==> src/rtl/fabm_pg_stage_if.sv <==
// Handshake bundle between the compression tree, the propagate/generate stage and
// the carry-chain adder. The slave side is the stage itself.
interface fabm_pg_stage_if #(
    parameter int W     = 64,
    parameter int SPLIT = 14
);
    // Valid/ready contract on both sides: a transfer happens on a rising edge where
    // valid and ready are both 1; a producer holding valid=1 without that transfer
    // keeps its data stable until it happens.
    logic                 in_valid;
    logic                 in_ready;
    logic [W-1:0]         row_a;
    logic [W-1:0]         row_b;
    logic                 out_valid;
    logic                 out_ready;
    logic [W-SPLIT-1:0]   prop;
    logic [W-SPLIT-1:0]   gen;
    logic                 cin;
    logic [SPLIT-1:0]     product_lo;
    logic [1:0]           occ_dbg;

    modport master (
        output in_valid, row_a, row_b, out_ready,
        input  in_ready, out_valid, prop, gen, cin, product_lo, occ_dbg
    );

    modport slave (
        input  in_valid, row_a, row_b, out_ready,
        output in_ready, out_valid, prop, gen, cin, product_lo, occ_dbg
    );
endinterface

==> src/rtl/fabm_pg_stage.sv <==
// Registered propagate/generate stage feeding the upper-bit carry chain, with the low
// product bits resolved here and a 2-entry skid buffer on the handshake.
module fabm_pg_stage #(
    parameter int W         = 64,
    parameter int SPLIT     = 14,
    parameter int APPROX_LO = 1
) (
    input  logic            clk,
    input  logic            rst_n,
    fabm_pg_stage_if.slave  bus
);
    localparam int PW = W - SPLIT;
    localparam int EW = 2 * PW + 1 + SPLIT;

    localparam logic [1:0] OCC_EMPTY = 2'd0;
    localparam logic [1:0] OCC_ONE   = 2'd1;
    localparam logic [1:0] OCC_FULL  = 2'd2;

    logic [1:0]       occ_d, occ_q;
    logic [EW-1:0]    head_d, head_q;
    logic [EW-1:0]    skid_d, skid_q;
    logic [EW-1:0]    in_ent;
    logic [SPLIT-1:0] lo_in;
    logic             cin_in;
    logic [PW-1:0]    a_hi, b_hi;
    logic             in_ready_w, out_valid_w;
    logic             push, pop;

    assign a_hi = bus.row_a[W-1:SPLIT];
    assign b_hi = bus.row_b[W-1:SPLIT];

    generate
        if (APPROX_LO != 0) begin : g_approx
            // OR-approximation: only the top truncated column contributes a carry.
            always_comb begin
                lo_in  = bus.row_a[SPLIT-1:0] | bus.row_b[SPLIT-1:0];
                cin_in = bus.row_a[SPLIT-1] & bus.row_b[SPLIT-1];
            end
        end else begin : g_exact
            always_comb begin
                {cin_in, lo_in} = {1'b0, bus.row_a[SPLIT-1:0]} + {1'b0, bus.row_b[SPLIT-1:0]};
            end
        end
    endgenerate

    assign in_ent = {a_hi ^ b_hi, a_hi, cin_in, lo_in};

    assign in_ready_w  = (occ_q != OCC_FULL);
    assign out_valid_w = (occ_q != OCC_EMPTY);
    assign push        = bus.in_valid & in_ready_w;
    assign pop         = out_valid_w & bus.out_ready;

    always_comb begin
        occ_d  = occ_q;
        head_d = head_q;
        skid_d = skid_q;
        case (occ_q)
            OCC_EMPTY: begin
                if (push) begin
                    occ_d  = OCC_ONE;
                    head_d = in_ent;
                end
            end
            OCC_ONE: begin
                if (push && pop) begin
                    head_d = in_ent;
                end else if (push) begin
                    occ_d  = OCC_FULL;
                    skid_d = in_ent;
                end else if (pop) begin
                    occ_d = OCC_EMPTY;
                end
            end
            OCC_FULL: begin
                if (pop) begin
                    occ_d  = OCC_ONE;
                    head_d = skid_q;
                end
            end
            default: begin
                occ_d = OCC_EMPTY;
            end
        endcase
    end

    always_ff @(posedge clk or negedge rst_n) begin
        if (!rst_n) begin
            occ_q  <= OCC_EMPTY;
            head_q <= '0;
            skid_q <= '0;
        end else begin
            occ_q  <= occ_d;
            head_q <= head_d;
            skid_q <= skid_d;
        end
    end

    assign bus.in_ready   = in_ready_w;
    assign bus.out_valid  = out_valid_w;
    assign bus.prop       = head_q[EW-1 -: PW];
    assign bus.gen        = head_q[EW-PW-1 -: PW];
    assign bus.cin        = head_q[SPLIT];
    assign bus.product_lo = head_q[SPLIT-1:0];
    assign bus.occ_dbg    = occ_q;
endmodule

==> src/flat_wrapper.sv <==
// flat-port wrapper written by rule: the top's interface ports become plain ports
module fabm_pg_stage_flat 
#(
    parameter int W         = 64,
    parameter int SPLIT     = 14,
    parameter int APPROX_LO = 1
)
  (clk, rst_n, bus_in_valid, bus_row_a, bus_row_b, bus_out_ready, bus_in_ready, bus_out_valid, bus_prop, bus_gen, bus_cin, bus_product_lo, bus_occ_dbg);
  fabm_pg_stage_if #(.W(W), .SPLIT(SPLIT)) bus_i ();
  input  logic clk;
  input  logic rst_n;
  input wire logic [$bits(bus_i.in_valid)-1:0] bus_in_valid;
  input wire logic [$bits(bus_i.row_a)-1:0] bus_row_a;
  input wire logic [$bits(bus_i.row_b)-1:0] bus_row_b;
  input wire logic [$bits(bus_i.out_ready)-1:0] bus_out_ready;
  output wire logic [$bits(bus_i.in_ready)-1:0] bus_in_ready;
  output wire logic [$bits(bus_i.out_valid)-1:0] bus_out_valid;
  output wire logic [$bits(bus_i.prop)-1:0] bus_prop;
  output wire logic [$bits(bus_i.gen)-1:0] bus_gen;
  output wire logic [$bits(bus_i.cin)-1:0] bus_cin;
  output wire logic [$bits(bus_i.product_lo)-1:0] bus_product_lo;
  output wire logic [$bits(bus_i.occ_dbg)-1:0] bus_occ_dbg;
  assign bus_i.in_valid = bus_in_valid;
  assign bus_i.row_a = bus_row_a;
  assign bus_i.row_b = bus_row_b;
  assign bus_i.out_ready = bus_out_ready;
  assign bus_in_ready = bus_i.in_ready;
  assign bus_out_valid = bus_i.out_valid;
  assign bus_prop = bus_i.prop;
  assign bus_gen = bus_i.gen;
  assign bus_cin = bus_i.cin;
  assign bus_product_lo = bus_i.product_lo;
  assign bus_occ_dbg = bus_i.occ_dbg;
  fabm_pg_stage #(.W(W), .SPLIT(SPLIT), .APPROX_LO(APPROX_LO)) u_core (.clk(clk), .rst_n(rst_n), .bus(bus_i));
endmodule
==> config.mk <==
export PLATFORM = sky130hd
export DESIGN_NAME = fabm_pg_stage_flat
export DESIGN_NICKNAME = d
export VERILOG_FILES = /design/src/rtl/fabm_pg_stage_if.sv /design/src/rtl/fabm_pg_stage.sv /design/src/flat_wrapper.sv
export SDC_FILE = /design/constraint.sdc
export NUM_CORES = 1
export LEC_CHECK = 0
export CORE_ASPECT_RATIO = 0.7
export CORE_MARGIN = 2
export CORE_UTILIZATION = 55
export DETAILED_ROUTE_END_ITERATION = 16
export PLACE_DENSITY = 0.86
export SETUP_SLACK_MARGIN = 0.15
export SLEW_MARGIN = 10
export SYNTH_ARGS = -nofsm -noshare
export SYNTH_HDL_FRONTEND = slang
export SYNTH_SLANG_ARGS = --single-unit
==> constraint.sdc <==
create_clock -name clk -period 4.4 [get_ports clk]
set_clock_uncertainty 0.1 [all_clocks]
set_input_delay 0.88 -clock clk [delete_from_list [all_inputs] [get_ports clk]]
set_output_delay 0.88 -clock clk [all_outputs]
set_load 0.05 [all_outputs]
==> flow_summary_export.csv, run 1 <==
group,metric,value,unit
cells_and_area,fin_nets,1350,
synth,yosys_warnings,0,
placed_design,portBuffers,250,
global_route,grt_antenna_before_repair,1,
synth,syn_inst,982,
routing,avgRoutedWirePerCell,17.8,um
power_and_ir_drop,power.density,664,nW/um2
global_route,grt_usage,25.4,%
synth,synth_area_leaders,"dfrtp_1, mux2_4, nand2_1",
global_route,grt_max_degree,126,
cts,postCtsResizedCells,0,
global_route,use_met3,7.20,%
setup_path,critPathCaptureType,"output pin",
timing,rsz0062_at_grt,"false",
global_route,grt_pass1_wl,43.4,mm
floorplanning,die_h,123,um
synth,synth_seq_cells,232,
routing,routed_via_density,5.25,
routing,drt_iter0_drc,678,
synth,ys_seq_area_share,52.1,%
cells_and_area,fill_cells,1284,
routing,wl,26.8,mm
timing,fin_crit,3.29,ns
run,max_cap_viol_count,0,
placed_design,gp_congestion,0.803,
cts,cts-root-buf,"clkbuf_16",
timing,clock.fmax,0.304,GHz
cts,clock_path_buffers,3,
synth,yosys.area.top_type,"dfrtp_1",
setup_path,crit_arrival,2.31,ns
cells_and_area,areaGrowthSynthToFinish,30.7,%
floorplanning,dieWidth,174,um
cts,htree_num_levels,1,
timing,finalMaxSlewViolations,0,
cts,cts_tree,"built",
synth,synth_most_common_cell,"nand2_1",
setup_path,path_cells,"nand2b_4 -> clkdlybuf4s50_1",
routing,drc,0,
power_and_ir_drop,peakVddDrop,0.447,mV
synth,ys.flop_type,"dfrtp_1",
cts,cts.sinks,232,
timing,final_hold_viol_count,0,
synth,syn-num-nets,1114,
cts,cts_hold_buf,0,
cts,clk_latency,0.49,ns
synth,yosysTopAreaCellShare,52.1,%
setup_path,cp_slowest_stage_delay,0.83,ns
setup_path,path_max_fanout,15,
synth,synth_common_cells,"nand2_1, dfrtp_1, mux2_4",
floorplanning,fp-row-count,43,
timing,tns,0,ns
global_route,grt_pass1_vias,8310,
routing,via_count,7893,
placed_design,hpwl,17.8,mm
global_route,grtUsageMet1,34.1,%
cells_and_area,layout-drive-gt1-share,14.5,%
synth,syn_area,11100,um2
setup_path,slowest_stage,"clkdlybuf4s50_1",
cells_and_area,antenna_cells,0,
routing,dr.pass1.iters,5,
synth,synth_edf_count,0,
synth,syn_area_per_cell,11.3,um2
timing,setup_viol,0,
cts,numCtsBuffers,23,
cts,postCtsSetupRepairBufs,0,
timing,fin_crit_sh,74.7,%
timing,slew_headroom,37.5,%
floorplanning,ios,251,
power_and_ir_drop,leakage,7.23,nW
power_and_ir_drop,power,9.66,mW
outcome,status,"complete, no violations",
floorplanning,start_util,56.1,%
floorplanning,die-area,21400,um2
global_route,grt_util_met2,41.9,%
synth,ys_types,30,
global_route,overflow,0,
global_route,grt_most_used_layer,"met2",
routing,final_antenna_net_count,0,
synth,ys_async_sr_fraction,100,%
setup_path,required,3.42,ns
setup_path,crit_type,"flop to output pin",
setup_path,setup.worst_path.start_class,"flop",
hold_path,hp-class,"flop to flop",
floorplanning,core_area,19900,um2
cts,path_clk_slew,0.06,ns
timing,tightest_slew,0.937,ns
metal layers:
layer	routed length, um	vias up
met2	12600	284
li1	-	3654
met5	13	-
met3	2190	34
met4	435	2
met1	11500	3919
worst paths after layout:
path                                       startpoint           endpoint  slack (ns)  cells past startpoint
worst max-delay path            u_core.bus.occ_dbg[0]       bus_in_ready        1.11                      2
worst min-delay path                u_core.skid_q[62]  u_core.skid_q[62]        0.37                      2
worst max register to register  u_core.bus.occ_dbg[0]  u_core.head_q[48]        1.67                      5
worst min register to register      u_core.skid_q[62]  u_core.skid_q[62]        0.37                      2
max in group asynchronous                       rst_n  u_core.skid_q[82]        2.86                      2
min in group asynchronous                       rst_n  u_core.head_q[56]        0.40                      1
logic make-up (layout without fill, tap and decap cells):
| kind of cell | count (synthesis) | in the layout | synth area share [%] |
|---|---|---|---|
| simple gates | 343 | 343 | 12.6 |
| flops | 232 | 232 | 52.1 |
| mux | 209 | 209 | 23.5 |
| buf+inv | 99 | 349 | 5.50 |
| xor+xnor | 50 | 50 | 3.93 |
| compound gates | 49 | 49 | 2.27 |
sequential cells by signal, indices dropped and copies added (netlist names):
signal and flops:
u_core.head_q 115, u_core.bus.occ_dbg 2, u_core.skid_q 115
area by class of cell:
class                           instances  area, um2  area share, %
Clock inverter                          6       82.6          0.567
Multi-Input combinational cell        651       4750           32.6
Inverter                               43        161           1.11
Clock buffer                           33        673           4.62
Timing Repair Buffer                  267       2750           18.9
Tap cell                              270        338           2.32
Sequential cell                       232       5810           39.9
stage by stage:
step                      hold WS [ns]  cells  utilization (%)  setup WS (ns)  cell area (um2)
final                            0.374   1502             73.3           1.11            14600
after global routing             0.391   1502             73.3           1.04            14600
after CTS                        0.378   1502             73.3           1.09            14600
after detailed placement         0.362   1463             69.5           1.15            13800
after global placement           0.356   1463             69.5           1.20            13800
after floorplan                  0.342    982                -           1.92            11100
critical path: cells and delay by family, from the launching register on:
family | cells | cell delay (ns)
simple gates | 1 | 0.26
flops | 1 | 0.72
buf+inv | 1 | 0.83
report_power, final:
group / total [mW] / switching (mW) / internal [mW]
logic: 4.14 / 2.52 / 1.63
clock network: 1.98 / 0.801 / 1.17
registers: 3.54 / 0.556 / 2.99
cell usage in the layout (no fill, tap or decap), drive strengths merged, types with 2 or more instances in the layout:
cell	count
dfrtp	232
nor3b	22
clkbuf	33
xnor2	8
nand2	300
clkinv	3
mux2i	86
xor2	42
nand2b	2
bufinv	2
nor2	14
clkdlybuf4s50	249
mux2	123
buf	18
o21ai	25
inv	43
a21oi	22
Power figures use the tool's default switching activity.
==> run 2, diff against run 1 <==
Settings changed: CORE_UTILIZATION 55 to 46, PLACE_DENSITY 0.86 to 0.77.
Clock period 4.4 ns to 2.99 ns, I/O delays scaled along.
==> flow_summary_export.csv, run 2 (synthesized netlist as in run 1, its figures left out) <==
group,metric,value,unit
cells_and_area,fin_nets,1352,
setup_path,path_max_fanout,9,
floorplanning,die_h,134,um
setup_path,required,2.29,ns
routing,routed_via_density,4.97,
timing,clock.fmax,0.383,GHz
floorplanning,fp-row-count,47,
floorplanning,ios,251,
power_and_ir_drop,peakVddDrop,0.700,mV
power_and_ir_drop,power,14.2,mW
placed_design,gp_congestion,0.809,
power_and_ir_drop,power.density,967,nW/um2
setup_path,slowest_stage,"clkdlybuf4s50_1",
hold_path,hp-class,"flop to flop",
timing,finalMaxSlewViolations,0,
routing,drc,0,
cts,cts_tree,"built",
timing,slew_headroom,58.5,%
cts,htree_num_levels,1,
placed_design,place_inst,1512,
timing,fin_crit,2.61,ns
placed_design,hpwl,17.4,mm
setup_path,r2r_setup_slack,0.97,ns
setup_path,crit_family,"buffers and inverters",
cts,numCtsBuffers,23,
run,max_cap_viol_count,0,
placed_design,placedInstanceArea,13900,um2
timing,rsz0062_at_grt,"false",
placed_design,portBuffers,250,
timing,final_hold_viol_count,0,
timing,tns,0,ns
global_route,grt_pass1_vias,7899,
setup_path,path_cells,"clkdlybuf4s50_1",
cells_and_area,final_cell_mix,"nand2_1, clkdlybuf4s50_1, dfrtp_1",
routing,wl,26.5,mm
cells_and_area,fin_cells,1553,
timing,tightest_slew,0.621,ns
setup_path,cp_slowest_stage_delay,0.87,ns
cells_and_area,layout_commonest_cell,"nand2_1",
setup_path,critPathCaptureType,"output pin",
floorplanning,dieWidth,190,um
routing,final_antenna_net_count,0,
cts,clk_latency,0.50,ns
cts,path_clk_slew,0.07,ns
floorplanning,start_util,47.0,%
outcome,status,"complete, no violations",
routing,via_count,7725,
cells_and_area,fin_util,62.0,%
cells_and_area,finalInstanceArea,14700,um2
floorplanning,core_area,23700,um2
global_route,grt_max_degree,93,
power_and_ir_drop,leakage,7.26,nW
cells_and_area,antenna_cells,0,
cells_and_area,areaGrowthSynthToFinish,31.8,%
setup_path,setup.worst_path.start_class,"flop",
setup_path,crit_type,"flop to output pin",
global_route,grt_usage,20.7,%
floorplanning,die-area,25500,um2
routing,dr.pass1.iters,4,
timing,fin_crit_sh,87.3,%
cts,cts-root-buf,"clkbuf_16",
routing,avgRoutedWirePerCell,17.0,um
global_route,grt_pass1_wl,42.4,mm
timing,setup_viol,0,
cells_and_area,layout-drive-gt1-share,14.7,%
routing,drt_iter0_drc,548,
setup_path,cp_num_buf_inv,1,
cts,clock_path_buffers,3,
global_route,grt_antenna_before_repair,0,
global_route,overflow,0,
cts,cts.sinks,232,
setup_path,crit_arrival,1.91,ns
cts,postCtsSetupRepairBufs,0,
run 2: cell count changes in the layout (fill, tap and decap cells not counted), sizes merged:
| cell | previous run | this run |
|---|---|---|
| clkinvlp | 1 | 0 |
| clkdlybuf4s50 | 249 | 247 |
| dlygate4sd3 | 0 | 1 |
| clkbuf | 33 | 35 |
| buf | 18 | 21 |
run 2: repair_timing:
| action | CTS | global route |
|---|---|---|
| hold endpoints to repair | 51 | 0 |
| hold buffers | 1 | 0 |
| resized for setup | 0 | 0 |
run 2: final cells by class:
type,count,area (um2)
Timing Repair Buffer,269,2810
Fill cell,1811,9020
Sequential cell,232,5810
Clock inverter,5,78.8
Multi-Input combinational cell,651,4750
Inverter,43,161
Clock buffer,35,681
Tap cell,318,398
run 2: per-stage QoR:
stage | setup WS, ns | hold slack, ns
2_1_floorplan | 0.794 | 0.202
3_3_place_gp | 0.446 | 0.355
3_5_place_dp | 0.418 | 0.361
4_1_cts | 0.364 | 0.376
5_1_grt | 0.326 | 0.396
6_report | 0.380 | 0.375
run 2: routing by layer:
layer / vias to the layer above / part of all wire [%] / track usage (%)
li1: 3651 / - / -
met1: 3817 / 46 / 29.9
met2: 229 / 45 / 32.6
met3: 28 / 7.2 / 4.55
met4: 0 / 1.4 / 3.66
met5: - / 0 / 0
run 2: worst paths after layout:
kind,startpoint,endpoint,depth (start not counted)
worst min-delay path,u_core.skid_q[85],u_core.skid_q[85],2
worst max-delay path,u_core.bus.occ_dbg[1],bus_occ_dbg[1],1
max in group asynchronous,rst_n,u_core.skid_q[77],3
worst min register to register,u_core.skid_q[85],u_core.skid_q[85],2
min in group asynchronous,rst_n,u_core.head_q[106],2
worst max register to register,u_core.bus.occ_dbg[0],u_core.head_q[17],4
run 2: power breakdown:
group	switching [mW]	internal, mW	leakage, nW
Combinational	3.68	2.39	4.11
Sequential	0.794	4.40	2.79
Clock	1.20	1.74	0.374
==> run 3, diff against run 2 <==
Settings changed: ABC_CLOCK_PERIOD_IN_PS set to 2990, CAP_MARGIN set to 20.
==> results of run 3 <==
Final layout, timing and power as in run 2 (identical DEF).
